`src/rtl/unary_sched_pkg.sv`:
```
// Shared definitions for the unary adder scheduler.
//   state_t          : scheduler FSM states
//   DEF_INPUT_WIDTH  : default unary stream length, shared with the adder
//   count_width()    : bits needed to hold 0..w inclusive
package unary_sched_pkg;

  localparam int unsigned DEF_INPUT_WIDTH = 32;

  typedef enum logic [2:0] {
    IDLE,
    CLEAR,
    STREAM,
    COLLECT,
    RESPOND
  } state_t;

  function automatic int unsigned count_width(input int unsigned w);
    return $clog2(w + 1);
  endfunction

endpackage

```
`src/rtl/rr_arbiter.sv`:
```
// Round-robin arbiter with a rotating priority pointer.
//   clk, reset    : clock, async active-low reset (pointer -> 0)
//   i_req         : request vector
//   i_advance     : accept strobe; moves priority past the current grant
//   o_grant       : one-hot grant (combinational)
//   o_grant_idx   : index of the granted requester
//   o_grant_valid : some requester is granted
module rr_arbiter #(
  parameter int unsigned NUM_REQ  = 4,
  parameter int unsigned ID_WIDTH = $clog2(NUM_REQ)
) (
  input  logic                clk,
  input  logic                reset,
  input  logic [NUM_REQ-1:0]  i_req,
  input  logic                i_advance,
  output logic [NUM_REQ-1:0]  o_grant,
  output logic [ID_WIDTH-1:0] o_grant_idx,
  output logic                o_grant_valid
);

  // r_ptr holds the first index to search, i.e. last_grant + 1 with wrap.
  logic [ID_WIDTH-1:0] r_ptr;

  always_comb begin
    logic [ID_WIDTH-1:0] v_idx;
    v_idx         = '0;
    o_grant       = '0;
    o_grant_idx   = '0;
    o_grant_valid = 1'b0;
    for (int unsigned off = 0; off < NUM_REQ; off++) begin
      v_idx = ID_WIDTH'((32'(r_ptr) + off) % NUM_REQ);
      if (!o_grant_valid && i_req[v_idx]) begin
        o_grant_valid  = 1'b1;
        o_grant[v_idx] = 1'b1;
        o_grant_idx    = v_idx;
      end
    end
  end

  always_ff @(posedge clk or negedge reset) begin
    if (!reset) begin
      r_ptr <= '0;
    end else if (i_advance && o_grant_valid) begin
      r_ptr <= (o_grant_idx == ID_WIDTH'(NUM_REQ - 1)) ? '0 : o_grant_idx + ID_WIDTH'(1);
    end
  end

endmodule

```
`src/rtl/unary_add_scheduler.sv`:
```
// Time-shares one external unary bitstream adder among NUM_REQ requesters.
//   clk, reset           : clock, async active-low reset
//   req_valid/ready/a/b  : per-requester binary operand pairs, one-hot accept pulse
//   rsp_*                : result (id, '1' count, valid-bit count, short flag)
//   add_rst_n            : adder reset, low for one CLEAR cycle per job and during reset
//   add_ready/add_a/add_b: thermometer-coded unary streams to the adder
//   add_valid/add_y      : adder output sample
module unary_add_scheduler
  import unary_sched_pkg::*;
#(
  parameter int unsigned NUM_REQ     = 4,
  parameter int unsigned INPUT_WIDTH = DEF_INPUT_WIDTH,
  parameter int unsigned COUNT_WIDTH = count_width(INPUT_WIDTH),
  parameter int unsigned ID_WIDTH    = $clog2(NUM_REQ)
) (
  input  logic                           clk,
  input  logic                           reset,
  input  logic [NUM_REQ-1:0]             req_valid,
  output logic [NUM_REQ-1:0]             req_ready,
  input  logic [NUM_REQ*COUNT_WIDTH-1:0] req_a,
  input  logic [NUM_REQ*COUNT_WIDTH-1:0] req_b,
  output logic                           rsp_valid,
  input  logic                           rsp_ready,
  output logic [ID_WIDTH-1:0]            rsp_id,
  output logic [COUNT_WIDTH-1:0]         rsp_sum,
  output logic [COUNT_WIDTH-1:0]         rsp_len,
  output logic                           rsp_short,
  output logic                           add_rst_n,
  output logic [1:0]                     add_ready,
  output logic                           add_a,
  output logic                           add_b,
  input  logic                           add_valid,
  input  logic                           add_y
);

  localparam logic [COUNT_WIDTH-1:0] W_C    = COUNT_WIDTH'(INPUT_WIDTH);
  localparam logic [COUNT_WIDTH-1:0] K_LAST = COUNT_WIDTH'(INPUT_WIDTH - 1);
  localparam logic [COUNT_WIDTH-1:0] ONE    = COUNT_WIDTH'(1);

  state_t                  r_state, w_next;
  logic [COUNT_WIDTH-1:0]  r_op_a, r_op_b, r_k, r_sum, r_len;
  logic [ID_WIDTH-1:0]     r_id;
  logic                    r_sample_en;

  logic [NUM_REQ-1:0]      w_grant;
  logic [ID_WIDTH-1:0]     w_grant_idx;
  logic                    w_grant_valid, w_accept;
  logic [COUNT_WIDTH-1:0]  w_a_arr [NUM_REQ];
  logic [COUNT_WIDTH-1:0]  w_b_arr [NUM_REQ];
  logic [COUNT_WIDTH-1:0]  w_sel_a, w_sel_b;

  for (genvar g = 0; g < NUM_REQ; g++) begin : g_unpack
    assign w_a_arr[g] = req_a[g*COUNT_WIDTH +: COUNT_WIDTH];
    assign w_b_arr[g] = req_b[g*COUNT_WIDTH +: COUNT_WIDTH];
  end

  always_comb begin
    w_sel_a = (w_a_arr[w_grant_idx] > W_C) ? W_C : w_a_arr[w_grant_idx];
    w_sel_b = (w_b_arr[w_grant_idx] > W_C) ? W_C : w_b_arr[w_grant_idx];
  end

  rr_arbiter #(
    .NUM_REQ  (NUM_REQ),
    .ID_WIDTH (ID_WIDTH)
  ) u_arb (
    .clk           (clk),
    .reset         (reset),
    .i_req         (req_valid),
    .i_advance     (w_accept),
    .o_grant       (w_grant),
    .o_grant_idx   (w_grant_idx),
    .o_grant_valid (w_grant_valid)
  );

  always_ff @(posedge clk or negedge reset) begin
    if (!reset) r_state <= IDLE;
    else        r_state <= w_next;
  end

  always_comb begin
    w_next    = r_state;
    w_accept  = 1'b0;
    req_ready = '0;
    add_ready = 2'b00;
    add_a     = 1'b0;
    add_b     = 1'b0;
    rsp_valid = 1'b0;
    rsp_id    = '0;
    rsp_sum   = '0;
    rsp_len   = '0;
    rsp_short = 1'b0;
    unique case (r_state)
      IDLE: begin
        // Reset keeps the FSM in IDLE, so the accept pulse must be gated by it.
        if (w_grant_valid && reset) begin
          w_accept  = 1'b1;
          req_ready = w_grant;
          w_next    = CLEAR;
        end
      end
      CLEAR: w_next = STREAM;
      STREAM: begin
        add_ready = 2'b11;
        add_a     = (r_k < r_op_a);
        add_b     = (r_k < r_op_b);
        if (r_k == K_LAST) w_next = COLLECT;
      end
      COLLECT: w_next = RESPOND;
      RESPOND: begin
        rsp_valid = 1'b1;
        rsp_id    = r_id;
        rsp_sum   = r_sum;
        rsp_len   = r_len;
        rsp_short = (r_len < W_C);
        if (rsp_ready) w_next = IDLE;
      end
      default: w_next = IDLE;
    endcase
  end

  assign add_rst_n = reset && (r_state != CLEAR);

  // The adder output is registered, so a sample is valid one cycle after ready.
  always_ff @(posedge clk or negedge reset) begin
    if (!reset) begin
      r_op_a      <= '0;
      r_op_b      <= '0;
      r_id        <= '0;
      r_k         <= '0;
      r_sum       <= '0;
      r_len       <= '0;
      r_sample_en <= 1'b0;
    end else begin
      r_sample_en <= (r_state == STREAM);
      if (w_accept) begin
        r_op_a <= w_sel_a;
        r_op_b <= w_sel_b;
        r_id   <= w_grant_idx;
      end
      if (r_state == CLEAR) begin
        r_k   <= '0;
        r_sum <= '0;
        r_len <= '0;
      end else begin
        if (r_state == STREAM) r_k <= r_k + ONE;
        if (r_sample_en && add_valid) begin
          if (r_len != W_C)          r_len <= r_len + ONE;
          if (add_y && r_sum != W_C) r_sum <= r_sum + ONE;
        end
      end
    end
  end

endmodule

```
`config.mk`:
```
export PLATFORM = sky130hd
export DESIGN_NAME = unary_add_scheduler
export DESIGN_NICKNAME = d
export VERILOG_FILES = /design/src/rtl/unary_sched_pkg.sv /design/src/rtl/rr_arbiter.sv /design/src/rtl/unary_add_scheduler.sv
export SDC_FILE = /design/constraint.sdc
export NUM_CORES = 1
export LEC_CHECK = 0
export ABC_CLOCK_PERIOD_IN_PS = 5600
export CORE_MARGIN = 8
export CORE_UTILIZATION = 49
export CTS_CLUSTER_DIAMETER = 30
export DETAILED_ROUTE_END_ITERATION = 7
export GPL_TIMING_DRIVEN = 0
export PLACE_DENSITY = 0.81
export SETUP_SLACK_MARGIN = 0.15
export SLEW_MARGIN = 20
export SYNTH_ARGS = -nofsm -noshare
export SYNTH_HDL_FRONTEND = slang
export SYNTH_SLANG_ARGS = --single-unit
```
`constraint.sdc`:
```
create_clock -name clk -period 5.6 [get_ports clk]
set_clock_uncertainty 0.15 [all_clocks]
set_input_delay 1.68 -clock clk [delete_from_list [all_inputs] [get_ports clk]]
set_output_delay 1.68 -clock clk [all_outputs]
set_load 0.02 [all_outputs]
```
==> results of run 1 <==
==> cells in the mapped netlist (all sizes together), types with 4 or more instances <==
| cell | count |
|---|---|
| and2 | 18 |
| mux4 | 4 |
| clkbuf | 4 |
| a21oi | 4 |
| inv | 20 |
| nand2 | 22 |
| ha | 23 |
| xor2 | 9 |
| buf | 13 |
| nor2b | 7 |
| mux2i | 30 |
| nor2 | 39 |
| mux2 | 5 |
| a22oi | 4 |
| xnor2 | 5 |
| a221oi | 4 |
| dfrtp | 38 |
| o21ai | 14 |
| a21o | 8 |
| nand4 | 4 |
| nand3 | 7 |
| o211a | 4 |
| a31o | 10 |
==> worst max-delay path: cells and delay by family <==
| kind | cells | cell delay (ps) |
|---|---|---|
| and+or+nand+nor | 3 | 610 |
| AOI/OAI and AO/OA | 1 | 150 |
| muxes | 1 | 500 |
| buffers and inverters | 4 | 510 |
==> sequential cells by signal, summed over array words and instances, names as in the netlist <==
register / cells
r_k: 6
r_len: 6
r_op_a: 6
r_op_b: 6
r_sum: 6
r_state: 3
r_id: 2
u_arb.r_ptr: 2
r_sample_en: 1
==> logic make-up (layout without fill, tap and decap cells) <==
| family | Yosys count | count (layout) |
|---|---|---|
| adder cells (fa/ha/maj) | 23 | 23 |
| multiplexers | 39 | 39 |
| AO/OA/AOI/OAI | 61 | 61 |
| flip-flops | 38 | 38 |
| XOR/XNOR | 14 | 14 |
| AND/OR/NAND/NOR | 113 | 113 |
| buffers and inverters | 37 | 131 |
==> final timing paths <==
| path | slack (ps) | cells past startpoint | start | end |
|---|---|---|---|---|
| max in group asynchronous | 3660 | 2 | reset | r_k[0]$_DFFE_PN0N_ |
| hold reg to reg | 340 | 2 | r_id[1]$_DFFE_PN0P_ | r_id[1]$_DFFE_PN0P_ |
| setup reg to reg | 2110 | 13 | u_arb.r_ptr[0]$_DFFE_PN0P_ | r_op_a[2]$_DFFE_PN0P_ |
| min in group asynchronous | 1170 | 1 | reset | r_op_b[0]$_DFFE_PN0P_ |
| hold / removal | 340 | 2 | r_id[1]$_DFFE_PN0P_ | r_id[1]$_DFFE_PN0P_ |
| setup / recovery | 310 | 9 | req_valid[2] | req_ready[1] |
==> stage by stage <==
stage / hold slack (ps) / setup TNS [ps]
2_1_floorplan: 291.0 / 0
3_3_place_gp: 304.3 / -5694
3_5_place_dp: 325.8 / -2560
4_1_cts: 340.0 / 0
5_1_grt: 391.2 / 0
6_report: 340.0 / 0
==> power breakdown <==
group,total [µW],internal (µW),switching (µW)
Combinational,1380,658,721
Clock,288,190,97.9
Sequential,442,358,84.3
==> final cells by class <==
type,instances,share of cell area
Tap cell,77,0.02300
Timing Repair Buffer,86,0.1965
Inverter,20,0.01792
Clock inverter,2,0.01434
Clock buffer,6,0.01971
Sequential cell,38,0.2270
Buffer,17,0.03136
Multi-Input combinational cell,250,0.4701
==> routing by layer <==
metal / wire length [µm] / up-vias / track usage
li1: - / 1328 / -
met1: 3325 / 1334 / 0.2061
met3: 573 / 3 / 0.04567
met2: 3732 / 92 / 0.2963
met4: 38 / 0 / 0.02731
met5: 0 / - / 0
==> timing repair <==
item	4_1_cts	5_1_grt
endpoints found under the setup margin	4	4
pin swaps	1	1
resized for setup	21	15
setup buffers	4	0
cloned	0	0
==> results.json, run 1 <==
{
  "outcome": "finished, final reports clean",
  "cap_violations": 0,
  "critPathKind": "in2out",
  "ys.flop_type": "dfrtp_1",
  "synth_top_area_frac": 0.3084,
  "synth_top_family_by_area": "simple AND/OR/NAND/NOR gates",
  "postCtsHoldBufs": 0,
  "cp-end-kind": "output port",
  "drt_iter0_drc": 134,
  "vias_per_cell": 5.558,
  "start_util": 0.4969,
  "antenna_found_initial": 0,
  "critPathMaxStageDelay_ps": 500,
  "drtAntennaViolNets": 0,
  "vdd_ir_drop_max_mv": 0.3026,
  "num_rows": 29,
  "fillerInstances": 524,
  "hold_viol": 0,
  "synth_area_per_cell_um2": 9.486,
  "fmax_mhz": 189.1,
  "finalSetupViolCount": 0,
  "slowest_stage": "mux4_2",
  "cts.sinks": 38,
  "hp-class": "reg2reg",
  "muxShareOfSynthArea": 0.1449,
  "die_w_um": 95.32,
  "clkTransAtPathRegs_ps": 70,
  "layout-drive-gt1-share": 0.1647,
  "final_area_mm2": 0.004189,
  "cp-start-kind": "input pin",
  "nNetsFinal": 498,
  "grt_first_pass_wirelength_mm": 12.54,
  "clk_latency_ps": 290,
  "synthToLayoutAreaGrowth_pct": 35.88,
  "die_h_um": 95.32,
  "synth_adder_area_share": 0.09334,
  "synth_seq_area_share": 0.3084,
  "insertedDiodeCount": 0,
  "critical_path_required_ps": 3770,
  "synth_xor_area_frac": 0.03977,
  "final.setup.worst_slack_ps": 313.1,
  "vias": 2757,
  "cts_tree": "done",
  "ys.warnings.count": 0,
  "hpwlAfterDp_mm": 5.945,
  "crit_fanout": 7,
  "layout_common_cells": "clkdlybuf4s50_1 (72), nor2_1 (38), dfrtp_1 (38), mux2i_1 (30), ha_1 (23)",
  "synth_edf_count": 0,
  "worstPathArrival_ps": 3460,
  "core_area_mm2": 0.006205,
  "regArea_um2": 950.9,
  "ys_seq_elements": 38,
  "grt_use_total": 0.1695,
  "cts-buffers-inserted": 5,
  "root_buffer": "clkbuf_8",
  "wl_mm": 7.669,
  "placed_area_mm2": 0.004013,
  "synth_top_cell_by_area": "dfrtp_1",
  "cts_max_path_buffers": 2,
  "grt-ovfl-total": 0,
  "finalCritPeriodShare": 0.9441,
  "drv_slew": 0,
  "htreeDepth": 2,
  "first_global_vias": 2835,
  "final_common_cell": "clkdlybuf4s50_1",
  "synth_compound_area_frac": 0.1615,
  "power_leakage_uw": 0.001936,
  "power_uw": 2109,
  "port_buffers": 81,
  "grt_max_degree": 24,
  "synth_cells": 325,
  "synthTopCellsByArea": "dfrtp_1 (31%), mux2i_1 (9.7%), ha_1 (9.3%)",
  "ios": 82,
  "multi_input_area_mm2": 0.001969,
  "finalWeightedCongestion": 0.8627,
  "power_density_mw_per_mm2": 503.4,
  "dr.pass1.iters": 4,
  "wl_per_cell_um": 15.46,
  "period_needed_ps": 5287,
  "drc": 0,
  "synth_simple_gate_area_frac": 0.1863,
  "dp_cells": 484,
  "die_area_mm2": 0.009086,
  "relSlewSlack": 0.5192,
  "async_flop_share": 1.000,
  "yosys.cell_types.count": 49,
  "pre_cts_slack_ps": -642.8,
  "synth_nets": 405,
  "fin_cells": 496,
  "rsz0062_at_grt": "no",
  "tightest_slew_ps": 719.7,
  "crit_path_cell_trace": "clkbuf_2, mux4_2, or3_4, o21ai_4, or3_4, buf_6, buf_6, nor2_1, buf_2",
  "synth.cell_area_mm2": 0.003083,
  "fin_util": 0.6751
}
Note: power is estimated with default switching activity, not from simulation.
==> run 2: changes to the inputs <==
--- a/config.mk
+++ b/config.mk
@@ -5,7 +5,7 @@
 export SDC_FILE = /design/constraint.sdc
 export NUM_CORES = 1
 export LEC_CHECK = 0
-export ABC_CLOCK_PERIOD_IN_PS = 5600
+export ABC_CLOCK_PERIOD_IN_PS = 5660
 export CORE_MARGIN = 8
 export CORE_UTILIZATION = 49
 export CTS_CLUSTER_DIAMETER = 30
==> constraint.sdc (replaced) <==
create_clock -name clk -period 5.66 [get_ports clk]
set_clock_uncertainty 0.15 [all_clocks]
set_input_delay 1.698 -clock clk [delete_from_list [all_inputs] [get_ports clk]]
set_output_delay 1.698 -clock clk [all_outputs]
set_load 0.02 [all_outputs]
==> run 2 against run 1 <==
Cell count is the same. Clock-buffer cell count unchanged. Global-route usage unchanged. Routed wire length up 0.10%. Critical endpoint unchanged. Via count about the same.
==> results.json, run 2 (same netlist as run 1, synthesis figures left out) <==
{
  "cap_violations": 0,
  "finalCritPeriodShare": 0.9650,
  "power_leakage_uw": 0.001937,
  "grt-ovfl-total": 0,
  "clkPwrFrac": 0.136,
  "p_sw_frac": 0.4286,
  "layout_common_cells": "clkdlybuf4s50_1 (72), nor2_1 (38), dfrtp_1 (38), mux2i_1 (30), ha_1 (23)",
  "cts-buffers-inserted": 5,
  "drv_slew": 0,
  "drtAntennaViolNets": 0,
  "die_area_mm2": 0.009086,
  "antenna_found_initial": 0,
  "die_w_um": 95.32,
  "power_density_mw_per_mm2": 497.1,
  "power_uw": 2087,
  "cts_max_path_buffers": 2,
  "nNetsFinal": 498,
  "grt_max_degree": 24,
  "period_needed_ps": 5462,
  "finalWeightedCongestion": 0.8627,
  "dr.pass1.iters": 4,
  "synthToLayoutAreaGrowth_pct": 36.20,
  "hp-class": "reg2reg",
  "dp_cells": 484,
  "postCtsHoldBufs": 0,
  "clk_latency_ps": 290,
  "final_common_cell": "clkdlybuf4s50_1",
  "ios": 82,
  "drt_iter0_drc": 120,
  "fin_cells": 496,
  "wl_mm": 7.677,
  "num_rows": 29,
  "grt_first_pass_wirelength_mm": 12.54,
  "rsz0062_at_grt": "no",
  "root_buffer": "clkbuf_8",
  "vias": 2756,
  "drc": 0,
  "wl_per_cell_um": 15.48,
  "wl_met3_um": 582,
  "htreeDepth": 2,
  "outcome": "finished, final reports clean",
  "hold_viol": 0,
  "core_area_mm2": 0.006205,
  "fin_util": 0.6767,
  "placed_area_mm2": 0.004013,
  "crit_fanout": 7,
  "tightest_slew_ps": 719.7,
  "top_layer": "met4",
  "layout-drive-gt1-share": 0.1599,
  "critPathKind": "in2out",
  "power_frac_seq": 0.210,
  "port_buffers": 81,
  "final_area_mm2": 0.004199,
  "die_h_um": 95.32,
  "start_util": 0.4969,
  "insertedDiodeCount": 0,
  "critical_path_required_ps": 3810,
  "clkTransAtPathRegs_ps": 70,
  "m1WireLength_mm": 3.313,
  "cts_tree": "done",
  "vias_per_cell": 5.556,
  "cp-start-kind": "input pin",
  "p_sw_uw": 894.6,
  "worstPathArrival_ps": 3610,
  "grt_use_total": 0.1695,
  "fmax_mhz": 183.1,
  "hpwlAfterDp_mm": 5.945,
  "fin_tns_setup_ps": 0,
  "first_global_vias": 2835,
  "cp-end-kind": "output port",
  "finalSetupViolCount": 0,
  "vdd_ir_drop_max_mv": 0.2993,
  "relSlewSlack": 0.5192,
  "combinationalPowerShare": 0.654,
  "cts.sinks": 38,
  "wl_met2_mm": 3.744,
  "p_int_uw": 1193
}
==> run 2: cell type report <==
class / instances / area (µm²)
plain buffers: 17 / 131.4
clock buffers: 6 / 82.58
clock inverters: 2 / 60.06
fillers: 522 / 2006
inverters: 20 / 75.07
multi-input cells: 250 / 1969
flip-flops and latches: 38 / 950.9
well taps: 77 / 96.34
repair buffers: 86 / 833.3
==> run 2: power groups by stage <==
| stage | logic [µW] | clock network, µW | registers [µW] |
|---|---|---|---|
| global placement | 1260 | 0 | 435 |
| detailed placement | 1300 | 0 | 438 |
| floorplan | 988 | 0 | 413 |
| global route | 1480 | 302 | 450 |
| CTS | 1330 | 288 | 436 |
| finish | 1370 | 285 | 438 |
==> run 2: through the flow <==
step / hold slack (ps) / worst slack (ps)
2_1_floorplan: 291.0 / 573.2
3_3_place_gp: 304.3 / -1284
3_5_place_dp: 325.8 / -618.8
4_1_cts: 340.0 / 156.6
5_1_grt: 391.2 / 145.1
6_report: 340.0 / 198.1
==> run 2: what timing repair did <==
item                                    CTS  global route
buffers inserted                          4             0
resized for setup                        21            13
pin swaps                                 0             1
endpoints found under the setup margin    4             4
==> run 2: critical path, cell delays in order <==
cell and delay (ps):
clkdlybuf4s15_1 250, mux4_2 520, or3_4 420, o21ai_4 150, or3_4 140, buf_6 110, buf_6 110, nor2_1 40
buf_2 160
==> run 2: worst paths after layout <==
kind | slack, ps | cells past startpoint | end | startpoint
min reg2reg | 340 | 2 | r_id[1]$_DFFE_PN0P_ | r_id[1]$_DFFE_PN0P_
min in group asynchronous | 1190 | 1 | r_op_b[0]$_DFFE_PN0P_ | reset
max reg2reg | 2170 | 13 | r_op_a[2]$_DFFE_PN0P_ | u_arb.r_ptr[0]$_DFFE_PN0P_
max in group asynchronous | 3700 | 2 | r_k[0]$_DFFE_PN0N_ | reset
max | 200 | 9 | req_ready[1] | req_valid[3]
min | 340 | 2 | r_id[1]$_DFFE_PN0P_ | r_id[1]$_DFFE_PN0P_
==> run 2: per-layer routing <==
metal | track usage | up-vias
li1 | - | 1329
met3 | 0.04567 | 3
met2 | 0.2963 | 97
met1 | 0.2061 | 1327
met5 | 0 | -
met4 | 0.02731 | 0
==> patch 1: new RTL, settings of run 1 <==
Make the reset (`reset`) synchronous in 3 clocked blocks. Comments in the files are not updated.
--- a/src/rtl/rr_arbiter.sv
+++ b/src/rtl/rr_arbiter.sv
@@ -38,5 +38,5 @@
   end
 
-  always_ff @(posedge clk or negedge reset) begin
+  always_ff @(posedge clk) begin
     if (!reset) begin
       r_ptr <= '0;
--- a/src/rtl/unary_add_scheduler.sv
+++ b/src/rtl/unary_add_scheduler.sv
@@ -73,5 +73,5 @@
   );
 
-  always_ff @(posedge clk or negedge reset) begin
+  always_ff @(posedge clk) begin
     if (!reset) r_state <= IDLE;
     else        r_state <= w_next;
@@ -122,5 +122,5 @@
 
   // The adder output is registered, so a sample is valid one cycle after ready.
-  always_ff @(posedge clk or negedge reset) begin
+  always_ff @(posedge clk) begin
     if (!reset) begin
       r_op_a      <= '0;
Function: differs if reset is asserted again (counterexample within 4 cycles, from zero or initial values and one cycle with reset low); with reset held inactive, the same outputs for 4 cycles.
==> patch 1 against run 1 <==
  * Routed wire length is 1.8% lower
  * Synthesized cell count is 1.2% higher
  * Worst setup slack worse by 0.034 ns
  * Fmax is 0.63% lower
  * Sequential cell count stayed put
  * Design area is 8.4% lower
  * Via count is 5.2% lower
  * Synthesized area is 8.6% lower
  * Largest cell class unchanged
Power is not compared: it rests on default switching activity, and its combinational part moved more than twofold at a synthesized area within 25%.
==> patch 1: results (changes against run 1) <==
metric,value,unit,change
status,finished clean,,
worstPathMaxFanout,8,,+1
max_stage_delay,0.33,ns,-0.17 ns
dp.cells,481,,-0.62%
grt_max_degree,13,,-46%
hold_start,r_op_a[3]$_SDFFE_PN0P_,,
gp_congestion,0.790,,-8.5%
syn_nets,408,,+0.74%
synthTopCellsByCount,"mux2i_1, dfxtp_1, nor2_1",,
hold_ws,0.316,ns,-0.0237 ns
grt_use_total,0.173,,+0.00329
rrSetupSlack,2.32,ns,+0.21 ns
crit_family,multiplexers,,
port_buffers,80,,-1.2%
nets,496,,-0.40%
cp_data_arrival_time,3.49,ns,+0.03 ns
synth_top_flop_cell,dfxtp_1,,
totalWireLength,7530,um,-1.8%
grt_pass1_vias,2668,,-5.9%
yosys-top-cells-area,"dfxtp_1, mux2i_1, ha_1",,
synth.distinct_cells,46,,-6.1%
yosysSeqAreaShare,0.270,,-0.0386
wl_per_cell,15.4,um,-0.60%
vias,2615,,-5.2%
rr_startpoint,u_arb.r_ptr[0]$_SDFFE_PN0P_,,
drive_above_1_share,0.0957,,-0.0690
synthArstFlopShare,0,,-1.00
max-slew-margin-rel,0.495,,-0.0245
cpMaxStageDelayCell,mux2_4,,
hpwlAfterDp,5820,um,-2.1%
syn_avg_cell_area,8.57,um2,-9.7%
power_density,330,nW/um2,
patch 1: changes by cell type in the layout (fill, tap and decap cells not counted), moves of 8 or more:
cell and delta:
dfrtp_1 -38, dfxtp_1 +38, mux2i_1 +10, a21oi_1 +9, a31o_2 -9, nand3_1 +8
nor2_1 -8, o221ai_1 +8
patch 1: what timing repair did:
item / 4_1_cts / 5_1_grt
hold endpoints to repair: 0 / 0
endpoints found under the setup margin: 5 / 4
pin swaps: 1 / 2
cloned: 0 / 0
setup buffers: 0 / 1
gates resized for setup: 20 / 7
patch 1: cells by family after synthesis:
family / Yosys count / synth area share
compound gates: 58 / 0.150
xor+xnor: 15 / 0.0466
fa+ha+maj: 22 / 0.0976
buf+inv: 35 / 0.0626
flops: 38 / 0.270
mux: 45 / 0.163
simple gates: 116 / 0.210
patch 1: layer usage:
metal,global-route usage,wire [um],vias up
li1,-,-,1326
met1,0.209,3530,1199
met2,0.291,3480,79
met3,0.0465,398,11
met4,0.0523,124,0
met5,0,0,-
patch 1: per-stage QoR:
step / worst slack [ns] / cell area (um2) / TNS [ns]
after floorplan: 0.380 / 2820 / 0
after global placement: -0.600 / 3710 / -2.34
after detailed placement: -0.661 / 3710 / -2.59
after CTS: 0.197 / 3850 / 0
after global routing: 0.195 / 3840 / 0
final: 0.279 / 3840 / 0
patch 1: cell type report:
class | instances | area (um2)
plain buffers | 16 | 109
clock buffers | 5 | 68.8
flip-flops and latches | 38 | 761
fillers | 460 | 1700
clock inverters | 3 | 40.0
well taps | 72 | 90.1
inverters | 19 | 71.3
repair buffers | 81 | 785
multi-input cells | 256 | 1910
patch 1: power by group:
group	total [mW]	switching (mW)	internal [mW]
sequential	0.353	0.0373	0.316
clock	0.229	0.0980	0.131
combinational	0.685	0.349	0.335
total	1.27	0.485	0.782
patch 1: worst paths after layout:
| check | end | cells after the start |
|---|---|---|
| min | r_op_a[3]$_SDFFE_PN0P_ | 2 |
| min reg2reg | r_op_a[3]$_SDFFE_PN0P_ | 2 |
| max reg2reg | r_op_a[3]$_SDFFE_PN0P_ | 12 |
| max | req_ready[0] | 8 |
patch 1: worst register-to-register path, cell delays in order, from the launching register on:
cell      delay, ns
dfxtp_1        0.43
buf_2          0.25
inv_1          0.17
ha_1           0.34
buf_6          0.13
mux2_2         0.35
a211oi_1       0.24
or3b_1         0.17
buf_6          0.12
buf_8          0.14
buf_4          0.23
mux2i_1        0.29
o221ai_1       0.14
==> patch 2: new RTL, config.mk and constraints of run 1 <==
Made on the original files. `NUM_REQ` is set to 4 in 2 places; all go to 8.
--- a/src/rtl/rr_arbiter.sv
+++ b/src/rtl/rr_arbiter.sv
@@ -7,5 +7,5 @@
 //   o_grant_valid : some requester is granted
 module rr_arbiter #(
-  parameter int unsigned NUM_REQ  = 4,
+  parameter int unsigned NUM_REQ  = 8,
   parameter int unsigned ID_WIDTH = $clog2(NUM_REQ)
 ) (
--- a/src/rtl/unary_add_scheduler.sv
+++ b/src/rtl/unary_add_scheduler.sv
@@ -9,5 +9,5 @@
   import unary_sched_pkg::*;
 #(
-  parameter int unsigned NUM_REQ     = 4,
+  parameter int unsigned NUM_REQ     = 8,
   parameter int unsigned INPUT_WIDTH = DEF_INPUT_WIDTH,
   parameter int unsigned COUNT_WIDTH = count_width(INPUT_WIDTH),
Interface: changed (5 resized); port bits go from 82 to 139. The function was not compared with the original's and may differ.
==> patch 2 against run 1 <==
  * Sequential power is 11% higher
  * Sequential share of layout area shrank 8.3 points
  * Critical path depth increased by 2
  * Design area is 66% higher
  * Sequential cell count up 2
  * Total power is 130% higher
  * Worst setup slack got worse by 0.51 ns
  * Worst hold slack gained 0.014 ns
  * Routed wire length is 110% higher
  * The run now ends with negative setup slack left
  * Combinational power rose to 3.0 times the old value
  * Synthesized area grew 46%
==> patch 2: results (changes against run 1) <==
metric,value,unit,change
status,"complete, but fails checks",,
violations,negative setup slack,,
syn-cell-area,4510,um2,+46%
dp.cells,743,,+54%
synthTopCellsByCount,"mux2i_1, dfrtp_1, nor2_1",,
drt_iter0_drc,385,,+190%
final.setup.tns,-1.34,ns,-1.34 ns
power_density,707,nW/um2,+40%
layout.nonclk_buf_frac,0.294,,+0.0658
synth.distinct_cells,70,,+43%
met3_length,1050,um,+83%
worst_slack,-0.197,ns,-0.510 ns
nets,821,,+65%
grtUsageMet2,0.441,,+0.145
gp_congestion,0.896,,+3.8%
max-slew-margin-rel,0.389,,-0.131
use_met1,0.314,,+0.108
leakage,2.91,nW,+50%
routed-wl-met2,8160,um,+120%
place_ws,-1.40,ns,-0.755 ns
ir_drop,0.000396,V,+31%
max_stage_delay,0.55,ns,+0.05 ns
grt_use_met3,0.0427,,-0.00292
seqCellArea,1000,um2,+5.3%
drive_above_1_share,0.258,,+0.0933
worstPathMaxFanout,5,,-2
multi_input_area,3540,um2,+80%
fillers,632,,+21%
clock_sinks,40,,+5.3%
setup_viol,8,,+8
multi_input_gates,394,,+58%
clock_area_frac,0.0174,,-0.0166
syn_avg_cell_area,9.14,um2,-3.6%
yosysSeqAreaShare,0.222,,-0.0863
cp_data_arrival_time,3.97,ns,+0.51 ns
yosys-top-cells-area,"dfrtp_1, mux2i_1, mux4_2",,
n_all_buffers,219,,+110%
start_util,0.497,,about the same
crit_family,multiplexers,,
drt_pass1_iterations,6,,+2
yosysMostFrequentCell,mux2i_1,,
nonClockInverterCount,29,,+45%
hpwlAfterDp,12000,um,+100%
grt_use_total,0.254,,+0.0848
postPlaceCellArea,6170,um2,+54%
port_buffers,138,,+70%
-- patch 2: cell count changes after synthesis, moves of 8 or more --
cell              run 1  this run
a31o_2               10         0
nand2_1              21        30
mux2i_1              30        54
clkbuf_1              4        13
a21boi_0              1        15
a211oi_1              2        24
mux2_2                5        13
a2111oi_0             0         9
mux4_2                4        14
a221o_1               0        10
-- patch 2: repair_timing --
item / CTS / global route
setup endpoints to repair: 14 / 10
cloned: 1 / 0
gates resized for setup: 141 / 20
pin swaps: 13 / 15
buffers inserted: 41 / 8
-- patch 2: power by group --
part	leakage (nW)	total [mW]	switching (mW)	internal (mW)
sequential	0.526	0.490	0.102	0.388
clock	0.0614	0.250	0.105	0.146
combinational	2.32	4.18	2.28	1.90
total	2.91	4.92	2.48	2.43
-- patch 2: logic make-up (layout without fill, tap and decap cells) --
kind of cell	after synthesis	count (layout)	synth area share
AO/OA/AOI/OAI	124	124	0.214
XOR/XNOR	18	18	0.0366
adder cells (fa/ha/maj)	23	23	0.0639
buffers and inverters	59	256	0.0597
flip-flops	40	40	0.222
multiplexers	84	84	0.231
AND/OR/NAND/NOR	145	145	0.173
-- patch 2: final timing paths --
check	startpoint	to	slack [ns]	cells after the start
setup / recovery	req_valid[3]	req_ready[1]	-0.20	11
hold / removal	r_op_a[5]$_DFFE_PN0P_	r_op_a[5]$_DFFE_PN0P_	0.35	2
setup reg to reg	u_arb.r_ptr[2]$_DFFE_PN0P_	r_op_a[1]$_DFFE_PN0P_	0.54	17
hold reg to reg	r_op_a[5]$_DFFE_PN0P_	r_op_a[5]$_DFFE_PN0P_	0.35	2
max in group asynchronous	reset	r_sum[3]$_DFFE_PN0P_	3.74	2
min in group asynchronous	reset	r_sample_en$_DFF_PN0_	1.10	1
